<file path="config.mk">
export PLATFORM = sky130hd
export DESIGN_NAME = ioctl_ddr_packer_flat
export DESIGN_NICKNAME = d
export VERILOG_FILES = /design/src/rtl/ioctl_ddr_packer_if.sv /design/src/rtl/ioctl_ddr_packer.sv /design/src/flat_wrapper.sv
export SDC_FILE = /design/constraint.sdc
export NUM_CORES = 1
export LEC_CHECK = 0
export BUFFER_PORTS_ARGS = -buffer_cell sky130_fd_sc_hd__buf_2
export CORE_ASPECT_RATIO = 1.75
export CORE_MARGIN = 1.5
export CORE_UTILIZATION = 45
export CTS_BUF_LIST = sky130_fd_sc_hd__clkbuf_2 sky130_fd_sc_hd__clkbuf_4 sky130_fd_sc_hd__clkbuf_8
export DETAILED_ROUTE_END_ITERATION = 8
export GPL_ROUTABILITY_DRIVEN = 0
export PLACE_DENSITY = 0.77
export SLEW_MARGIN = 10
export SYNTH_ARGS = -nofsm -noshare
export SYNTH_HDL_FRONTEND = slang
export SYNTH_SLANG_ARGS = --single-unit
</file>
<file path="constraint.sdc">
create_clock -name clk_sys -period 7.8 [get_ports clk_sys]
set_clock_uncertainty 0.1 [all_clocks]
set_input_delay 1.56 -clock clk_sys [delete_from_list [all_inputs] [get_ports clk_sys]]
set_output_delay 1.56 -clock clk_sys [all_outputs]
set_load 0.05 [all_outputs]
</file>
<file path="src/rtl/ioctl_ddr_packer_if.sv">
// HPS ioctl download port, DDR3 write port and loader status, bundled for the packer.
// "master" is the HPS/controller side; "slave" is the packer.
interface ioctl_ddr_packer_if;
  logic        ioctl_download;
  logic [7:0]  ioctl_index;
  logic        ioctl_wr;
  logic [26:0] ioctl_addr;
  logic [15:0] ioctl_dout;
  logic        ioctl_wait;
  logic        DDRAM_BUSY;
  logic        DDRAM_WE;
  logic [28:0] DDRAM_ADDR;
  logic [63:0] DDRAM_DIN;
  logic [7:0]  DDRAM_BE;
  logic [7:0]  DDRAM_BURSTCNT;
  logic        DDRAM_RD;
  logic        img_loaded;
  logic [23:0] words_written;

  modport master (
    output ioctl_download, ioctl_index, ioctl_wr, ioctl_addr, ioctl_dout, DDRAM_BUSY,
    input  ioctl_wait, DDRAM_WE, DDRAM_ADDR, DDRAM_DIN, DDRAM_BE, DDRAM_BURSTCNT,
           DDRAM_RD, img_loaded, words_written
  );

  modport slave (
    input  ioctl_download, ioctl_index, ioctl_wr, ioctl_addr, ioctl_dout, DDRAM_BUSY,
    output ioctl_wait, DDRAM_WE, DDRAM_ADDR, DDRAM_DIN, DDRAM_BE, DDRAM_BURSTCNT,
           DDRAM_RD, img_loaded, words_written
  );
endinterface

</file>
<file path="src/rtl/ioctl_ddr_packer.sv">
// Packs 16-bit ioctl download words into 64-bit DDR writes; lane-3 strobe -> WE next cycle.
// DDRAM_BUSY stalls the write with outputs held; ioctl_wait holds the HPS until it is accepted.
module ioctl_ddr_packer #(
  parameter logic [28:0] BASE_ADDR = 29'h0300_0000,
  parameter logic [7:0]  INDEX     = 8'd1
) (
  input logic               clk_sys,
  input logic               reset,
  ioctl_ddr_packer_if.slave bus
);
  typedef enum logic [1:0] {S_IDLE, S_FILL, S_WRITE, S_DONE} state_t;

  state_t      state, state_nxt, state_eff;
  logic        act, act_q, act_rise, act_fall, stb, fin, accept;
  logic [1:0]  lane;
  logic [23:0] waddr;
  logic [63:0] data_q, data_nxt;
  logic [7:0]  be_q, be_nxt;
  logic [23:0] cur_w, cur_w_nxt;
  logic        pend_vld;
  logic [15:0] pend_dat;
  logic [1:0]  pend_l;
  logic [23:0] pend_w;
  logic        to_pend, pop_pend, do_merge;
  logic [1:0]  m_lane;
  logic [15:0] m_dat;
  logic        fin_q, wait_q, wait_nxt, loaded_q;
  logic [23:0] words_q;
  logic        addr_unused;

  assign act      = bus.ioctl_download & (bus.ioctl_index == INDEX);
  assign act_rise = act & ~act_q;
  assign act_fall = ~act & act_q;
  // A strobe in the cycle act drops still belongs to this download and is merged before the flush.
  assign stb      = bus.ioctl_wr & (act | act_fall);
  assign lane     = bus.ioctl_addr[2:1];
  assign waddr    = bus.ioctl_addr[26:3];
  assign addr_unused = bus.ioctl_addr[0];
  assign fin      = (fin_q & ~act_rise) | act_fall;
  assign accept   = (state == S_WRITE) & ~bus.DDRAM_BUSY;
  assign state_eff = act_rise ? S_IDLE : state;

  always_comb begin
    state_nxt = state_eff;
    wait_nxt  = wait_q & ~act_rise;
    data_nxt  = (act_rise | accept) ? 64'd0 : data_q;
    be_nxt    = (act_rise | accept) ? 8'd0 : be_q;
    cur_w_nxt = cur_w;
    to_pend   = 1'b0;
    pop_pend  = 1'b0;
    do_merge  = 1'b0;
    m_lane    = lane;
    m_dat     = bus.ioctl_dout;
    case (state_eff)
      S_IDLE: begin
        if (stb) begin
          do_merge  = 1'b1;
          cur_w_nxt = waddr;
          state_nxt = (lane == 2'd3 || fin) ? S_WRITE : S_FILL;
        end else if (fin) begin
          state_nxt = S_DONE;
        end
      end
      S_FILL: begin
        if (stb && waddr == cur_w) begin
          do_merge = 1'b1;
          if (lane == 2'd3 || fin) state_nxt = S_WRITE;
        end else if (stb) begin
          to_pend   = 1'b1;
          state_nxt = S_WRITE;
        end else if (fin) begin
          state_nxt = S_WRITE;
        end
      end
      S_WRITE: begin
        if (accept) begin
          if (pend_vld) begin
            pop_pend  = 1'b1;
            do_merge  = 1'b1;
            m_lane    = pend_l;
            m_dat     = pend_dat;
            cur_w_nxt = pend_w;
            state_nxt = (pend_l == 2'd3) ? S_WRITE : S_FILL;
          end else begin
            state_nxt = fin ? S_DONE : S_IDLE;
          end
        end
      end
      S_DONE: state_nxt = S_IDLE;
    endcase
    if (do_merge) begin
      data_nxt[{m_lane, 4'd0} +: 16] = m_dat;
      be_nxt[{m_lane, 1'b0} +: 2]    = 2'b11;
    end
    if (stb && state_eff != S_WRITE && state_nxt == S_WRITE)
      wait_nxt = 1'b1;
    else if (accept && state_nxt != S_WRITE)
      wait_nxt = 1'b0;
  end

  always_ff @(posedge clk_sys or posedge reset) begin
    if (reset) begin
      state    <= S_IDLE;
      act_q    <= 1'b0;
      data_q   <= 64'd0;
      be_q     <= 8'd0;
      cur_w    <= 24'd0;
      pend_vld <= 1'b0;
      pend_dat <= 16'd0;
      pend_l   <= 2'd0;
      pend_w   <= 24'd0;
      fin_q    <= 1'b0;
      wait_q   <= 1'b0;
      loaded_q <= 1'b0;
      words_q  <= 24'd0;
    end else begin
      state  <= state_nxt;
      act_q  <= act;
      data_q <= data_nxt;
      be_q   <= be_nxt;
      cur_w  <= cur_w_nxt;
      wait_q <= wait_nxt;
      if (act_rise || pop_pend) pend_vld <= 1'b0;
      else if (to_pend)         pend_vld <= 1'b1;
      if (to_pend) begin
        pend_dat <= bus.ioctl_dout;
        pend_l   <= lane;
        pend_w   <= waddr;
      end
      if (act_rise)             fin_q <= 1'b0;
      else if (act_fall)        fin_q <= 1'b1;
      else if (state == S_DONE) fin_q <= 1'b0;
      if (act_rise)             loaded_q <= 1'b0;
      else if (state == S_DONE) loaded_q <= 1'b1;
      if (act_rise)    words_q <= 24'd0;
      else if (accept) words_q <= words_q + 24'd1;
    end
  end

  // Write-port outputs are gated by WE so they read zero outside a write, including under reset.
  assign bus.DDRAM_WE       = (state == S_WRITE);
  assign bus.DDRAM_ADDR     = bus.DDRAM_WE ? (BASE_ADDR + {5'd0, cur_w}) : 29'd0;
  assign bus.DDRAM_DIN      = bus.DDRAM_WE ? data_q : 64'd0;
  assign bus.DDRAM_BE       = bus.DDRAM_WE ? be_q : 8'd0;
  assign bus.DDRAM_BURSTCNT = 8'd1;
  assign bus.DDRAM_RD       = 1'b0;
  assign bus.ioctl_wait     = wait_q;
  assign bus.img_loaded     = loaded_q;
  assign bus.words_written  = words_q;
endmodule

</file>
<file path="src/flat_wrapper.sv">
// flat-port wrapper written by rule: the top's interface ports become plain ports
module ioctl_ddr_packer_flat 
#(
  parameter logic [28:0] BASE_ADDR = 29'h0300_0000,
  parameter logic [7:0]  INDEX     = 8'd1
)
  (clk_sys, reset, bus_ioctl_download, bus_ioctl_index, bus_ioctl_wr, bus_ioctl_addr, bus_ioctl_dout, bus_DDRAM_BUSY, bus_ioctl_wait, bus_DDRAM_WE, bus_DDRAM_ADDR, bus_DDRAM_DIN, bus_DDRAM_BE, bus_DDRAM_BURSTCNT, bus_DDRAM_RD, bus_img_loaded, bus_words_written);
  ioctl_ddr_packer_if bus_i ();
  input logic clk_sys;
  input logic reset;
  input wire logic [$bits(bus_i.ioctl_download)-1:0] bus_ioctl_download;
  input wire logic [$bits(bus_i.ioctl_index)-1:0] bus_ioctl_index;
  input wire logic [$bits(bus_i.ioctl_wr)-1:0] bus_ioctl_wr;
  input wire logic [$bits(bus_i.ioctl_addr)-1:0] bus_ioctl_addr;
  input wire logic [$bits(bus_i.ioctl_dout)-1:0] bus_ioctl_dout;
  input wire logic [$bits(bus_i.DDRAM_BUSY)-1:0] bus_DDRAM_BUSY;
  output wire logic [$bits(bus_i.ioctl_wait)-1:0] bus_ioctl_wait;
  output wire logic [$bits(bus_i.DDRAM_WE)-1:0] bus_DDRAM_WE;
  output wire logic [$bits(bus_i.DDRAM_ADDR)-1:0] bus_DDRAM_ADDR;
  output wire logic [$bits(bus_i.DDRAM_DIN)-1:0] bus_DDRAM_DIN;
  output wire logic [$bits(bus_i.DDRAM_BE)-1:0] bus_DDRAM_BE;
  output wire logic [$bits(bus_i.DDRAM_BURSTCNT)-1:0] bus_DDRAM_BURSTCNT;
  output wire logic [$bits(bus_i.DDRAM_RD)-1:0] bus_DDRAM_RD;
  output wire logic [$bits(bus_i.img_loaded)-1:0] bus_img_loaded;
  output wire logic [$bits(bus_i.words_written)-1:0] bus_words_written;
  assign bus_i.ioctl_download = bus_ioctl_download;
  assign bus_i.ioctl_index = bus_ioctl_index;
  assign bus_i.ioctl_wr = bus_ioctl_wr;
  assign bus_i.ioctl_addr = bus_ioctl_addr;
  assign bus_i.ioctl_dout = bus_ioctl_dout;
  assign bus_i.DDRAM_BUSY = bus_DDRAM_BUSY;
  assign bus_ioctl_wait = bus_i.ioctl_wait;
  assign bus_DDRAM_WE = bus_i.DDRAM_WE;
  assign bus_DDRAM_ADDR = bus_i.DDRAM_ADDR;
  assign bus_DDRAM_DIN = bus_i.DDRAM_DIN;
  assign bus_DDRAM_BE = bus_i.DDRAM_BE;
  assign bus_DDRAM_BURSTCNT = bus_i.DDRAM_BURSTCNT;
  assign bus_DDRAM_RD = bus_i.DDRAM_RD;
  assign bus_img_loaded = bus_i.img_loaded;
  assign bus_words_written = bus_i.words_written;
  ioctl_ddr_packer #(.BASE_ADDR(BASE_ADDR), .INDEX(INDEX)) u_core (.clk_sys(clk_sys), .reset(reset), .bus(bus_i));
endmodule
</file>
==> reports/metrics.yaml <==
clocking:
  clk_pin_slew_ps: 90
  cts_max_path_buffers: 2
  cts.htree.levels: 4
  cts_setup_buffers: 0
  cts_tree: "yes"
  clk_latency_ps: 460
  clkSinkCount: 169
  cts-root-buf: "clkbuf_8"
  post_cts_resized: 0
  cts_hold_buf: 0
  cts_buffers: 17
critical_path:
  arrival_ps: 6260
  cp-start-kind: "input port"
  endpoint_kind: "register"
  path_class: "in2reg"
  crit_fanout: 34
  r2r_cells: 12
  crit_path_top_delay_cell: "a32oi_4"
  cp_cell_sequence: "buf_2 -> nor3b_2 -> and4_1 -> buf_4 -> nor2_8 -> nand2_8 -> mux2i_4 -> inv_2 -> ha_1 -> and2_1 -> a32oi_4 -> nand3_1 -> o41ai_2"
  cp.required_ps: 8050
  slowest_delay_ps: 1010
place:
  portBuffers: 179
  pre_cts_slack_ps: 1270
  dp_cells: 1206
  hpwl_um: 16300
synthesis:
  syn_area_um2: 9370
  yosysTopAreaCellShare_pct: 45.1
  postSynth.asyncResetShare_pct: 100
  synth_edf_count: 0
  ys_ff_latch: 169
  netlist_instances: 841
  ys_seq_area_share_pct: 45.1
  synth_top_cell_by_area: "dfrtp_1"
  ys_types: 61
  syn_area_per_cell_um2: 11.1
  ys.flop_type: "dfrtp_1"
  yosys-top-cells-area: "dfrtp_1 45%, o41ai_2 9.4%, and2_1 6.7%, mux2_1 5.0%, mux2i_1 4.6%"
  yosys_warnings: 0
die:
  die_area_um2: 21700
  die_x_um: 112
  initial_core_util_pct: 46.0
  coreArea_um2: 20400
  io-pin-count: 193
  die_h_um: 194
  rows: 69
timing:
  max_freq_mhz: 167
  rsz0062_at_grt: "no"
  finalHoldViolCount: 0
  tightestPinTransition_ps: 1250
  slew_headroom_pct: 16.5
  period_share_pct: 77.0
  timing.final.crit_period_ps: 6000
  setup_viol: 0
  finalMaxSlewViolations: 0
  layout_setup_ws_ps: 1800
  totalNegativeSetupSlack_ps: 0
power:
  power.leakage_nw: 5.42
  p_per_area_nw_per_um2: 193
  ir_worst_vdd_v: 0.0000863
global_routing:
  gr-total-overflow: 0
  gr-usage-all-layers_pct: 22.3
  grt.busiest_layer: "met2"
  use_met3_pct: 3.34
  antenna_found_initial: 0
  grt_max_degree: 99
  grt_pass1_wl_um: 38100
  grt_pass1_vias: 6978
  grt_util_met1_pct: 26.2
  globalRouteMet2Util_pct: 40.7
routing:
  finalWirelength_um: 23800
  drt-initial-drc-count: 363
  wire_per_inst_um: 19.2
  drc: 13
  firstDrtPassIters: 6
  postRouteAntennaNets: 0
  via_per_inst: 5.71
  vias: 7071
outcome:
  status: "complete, but fails checks"
  failed_checks: "design-rule violations"
hold_path:
  worstHoldPathCells: 2
  hold_class: "reg2reg"
final_layout:
  antenna_cells: 0
  layout-drive-gt1-share_pct: 30.3
  fin_nets: 1039
  area_growth_pct: 13.7
  layoutNonFillerInstCount: 1238
  post-route-util_pct: 52.3
flow_run:
  maxCapViolCount: 0
## cells in the mapped netlist, types with 20 or more instances
master    instances
clkbuf_1         36
nand3_1          67
nor2_1           27
mux2i_1          43
and2_1          100
buf_4            20
xnor2_1          35
mux2_1           42
o41ai_2          54
dfrtp_1         169
o21ai_0          31
nand2_1          58
## sequential cells by signal (all words and copies together), names as in the netlist
name,cells
u_core.bus.img_loaded,1
u_core.cur_w,24
u_core.be_q,8
u_core.pend_l,2
u_core.act_q,1
u_core.pend_vld,1
u_core.fin_q,1
u_core.bus.words_written,24
u_core.data_q,64
u_core.state,2
u_core.bus.ioctl_wait,1
u_core.pend_dat,16
u_core.pend_w,24
## cells by family after synthesis
group / after synthesis / synth area share [%]
mux: 86 / 9.88
buf+inv: 93 / 5.72
fa+ha+maj: 5 / 0.668
xor+xnor: 42 / 3.93
compound gates: 134 / 16.2
simple gates: 310 / 18.4
other cells: 2 / 0.0802
flops: 169 / 45.1
## layout make-up
class / instances / area (um^2)
flip-flops and latches: 169 / 4230
clock inverters: 9 / 140
inverters: 15 / 62.6
repair buffers: 186 / 968
well taps: 248 / 310
multi-input cells: 589 / 4650
fillers: 1869 / 9720
clock buffers: 22 / 290
## layout by cell type (no fill, tap or decap), types with 4 or more instances in the layout
master    netlist  layout
buf_2           4     179
dfrtp_1       169     169
and2_1        100     100
nand3_1        67      67
nand2_1        58      58
o41ai_2        54      54
mux2i_1        43      43
mux2_1         42      42
xnor2_1        35      35
o21ai_0        31      31
nor2_1         27      26
clkbuf_8        0      20
nand4_1        18      18
a21oi_1        12      12
conb_1          2      12
o41ai_1        11      11
inv_1          12      10
nor3_1          9       9
xor2_1          7       7
nand2b_1        7       6
buf_4          20       6
ha_1            5       5
a32oi_4         4       4
or3_1           4       4
## per-layer routing
metal,routed length [um],part of all wire (%)
met1,9310,39
met2,13000,55
met3,903,3.8
met4,603,2.5
met5,0,0
## path summary, 6_finish.rpt
path | start | to | slack [ps]
min in group asynchronous | reset | u_core.cur_w[10] | 1160
hold / removal | u_core.be_q[5] | u_core.be_q[5] | 380
setup / recovery | bus_ioctl_index[0] | u_core.data_q[60] | 1800
setup reg to reg | u_core.act_q | u_core.data_q[60] | 2550
hold reg to reg | u_core.be_q[5] | u_core.be_q[5] | 380
max in group asynchronous | reset | u_core.pend_dat[1] | 4910
## through the flow
step                hold WS, ps  cell area [um^2]  total power, W
floorplan                   339              9410         0.00129
global placement            356             10200         0.00138
detailed placement          356             10200         0.00139
CTS                         379             10600         0.00208
global route                393             10700         0.00216
finish                      377             10700         0.00206
## worst max-delay path, delay by kind of cell
kind                     cells  cell delay, ps
AO/OA/AOI/OAI                2            1110
adder cells (fa/ha/maj)      1             410
buffers and inverters        3             890
multiplexers                 1             690
AND/OR/NAND/NOR              6            1580
## power breakdown
part,switching [W],internal [W],total (W)
Combinational,0.000289,0.000117,0.000406
Clock,0.000334,0.000351,0.000685
Sequential,0.0000526,0.000915,0.000967
Total,0.000676,0.00138,0.00206
Note: power is estimated with default switching activity, not from simulation.
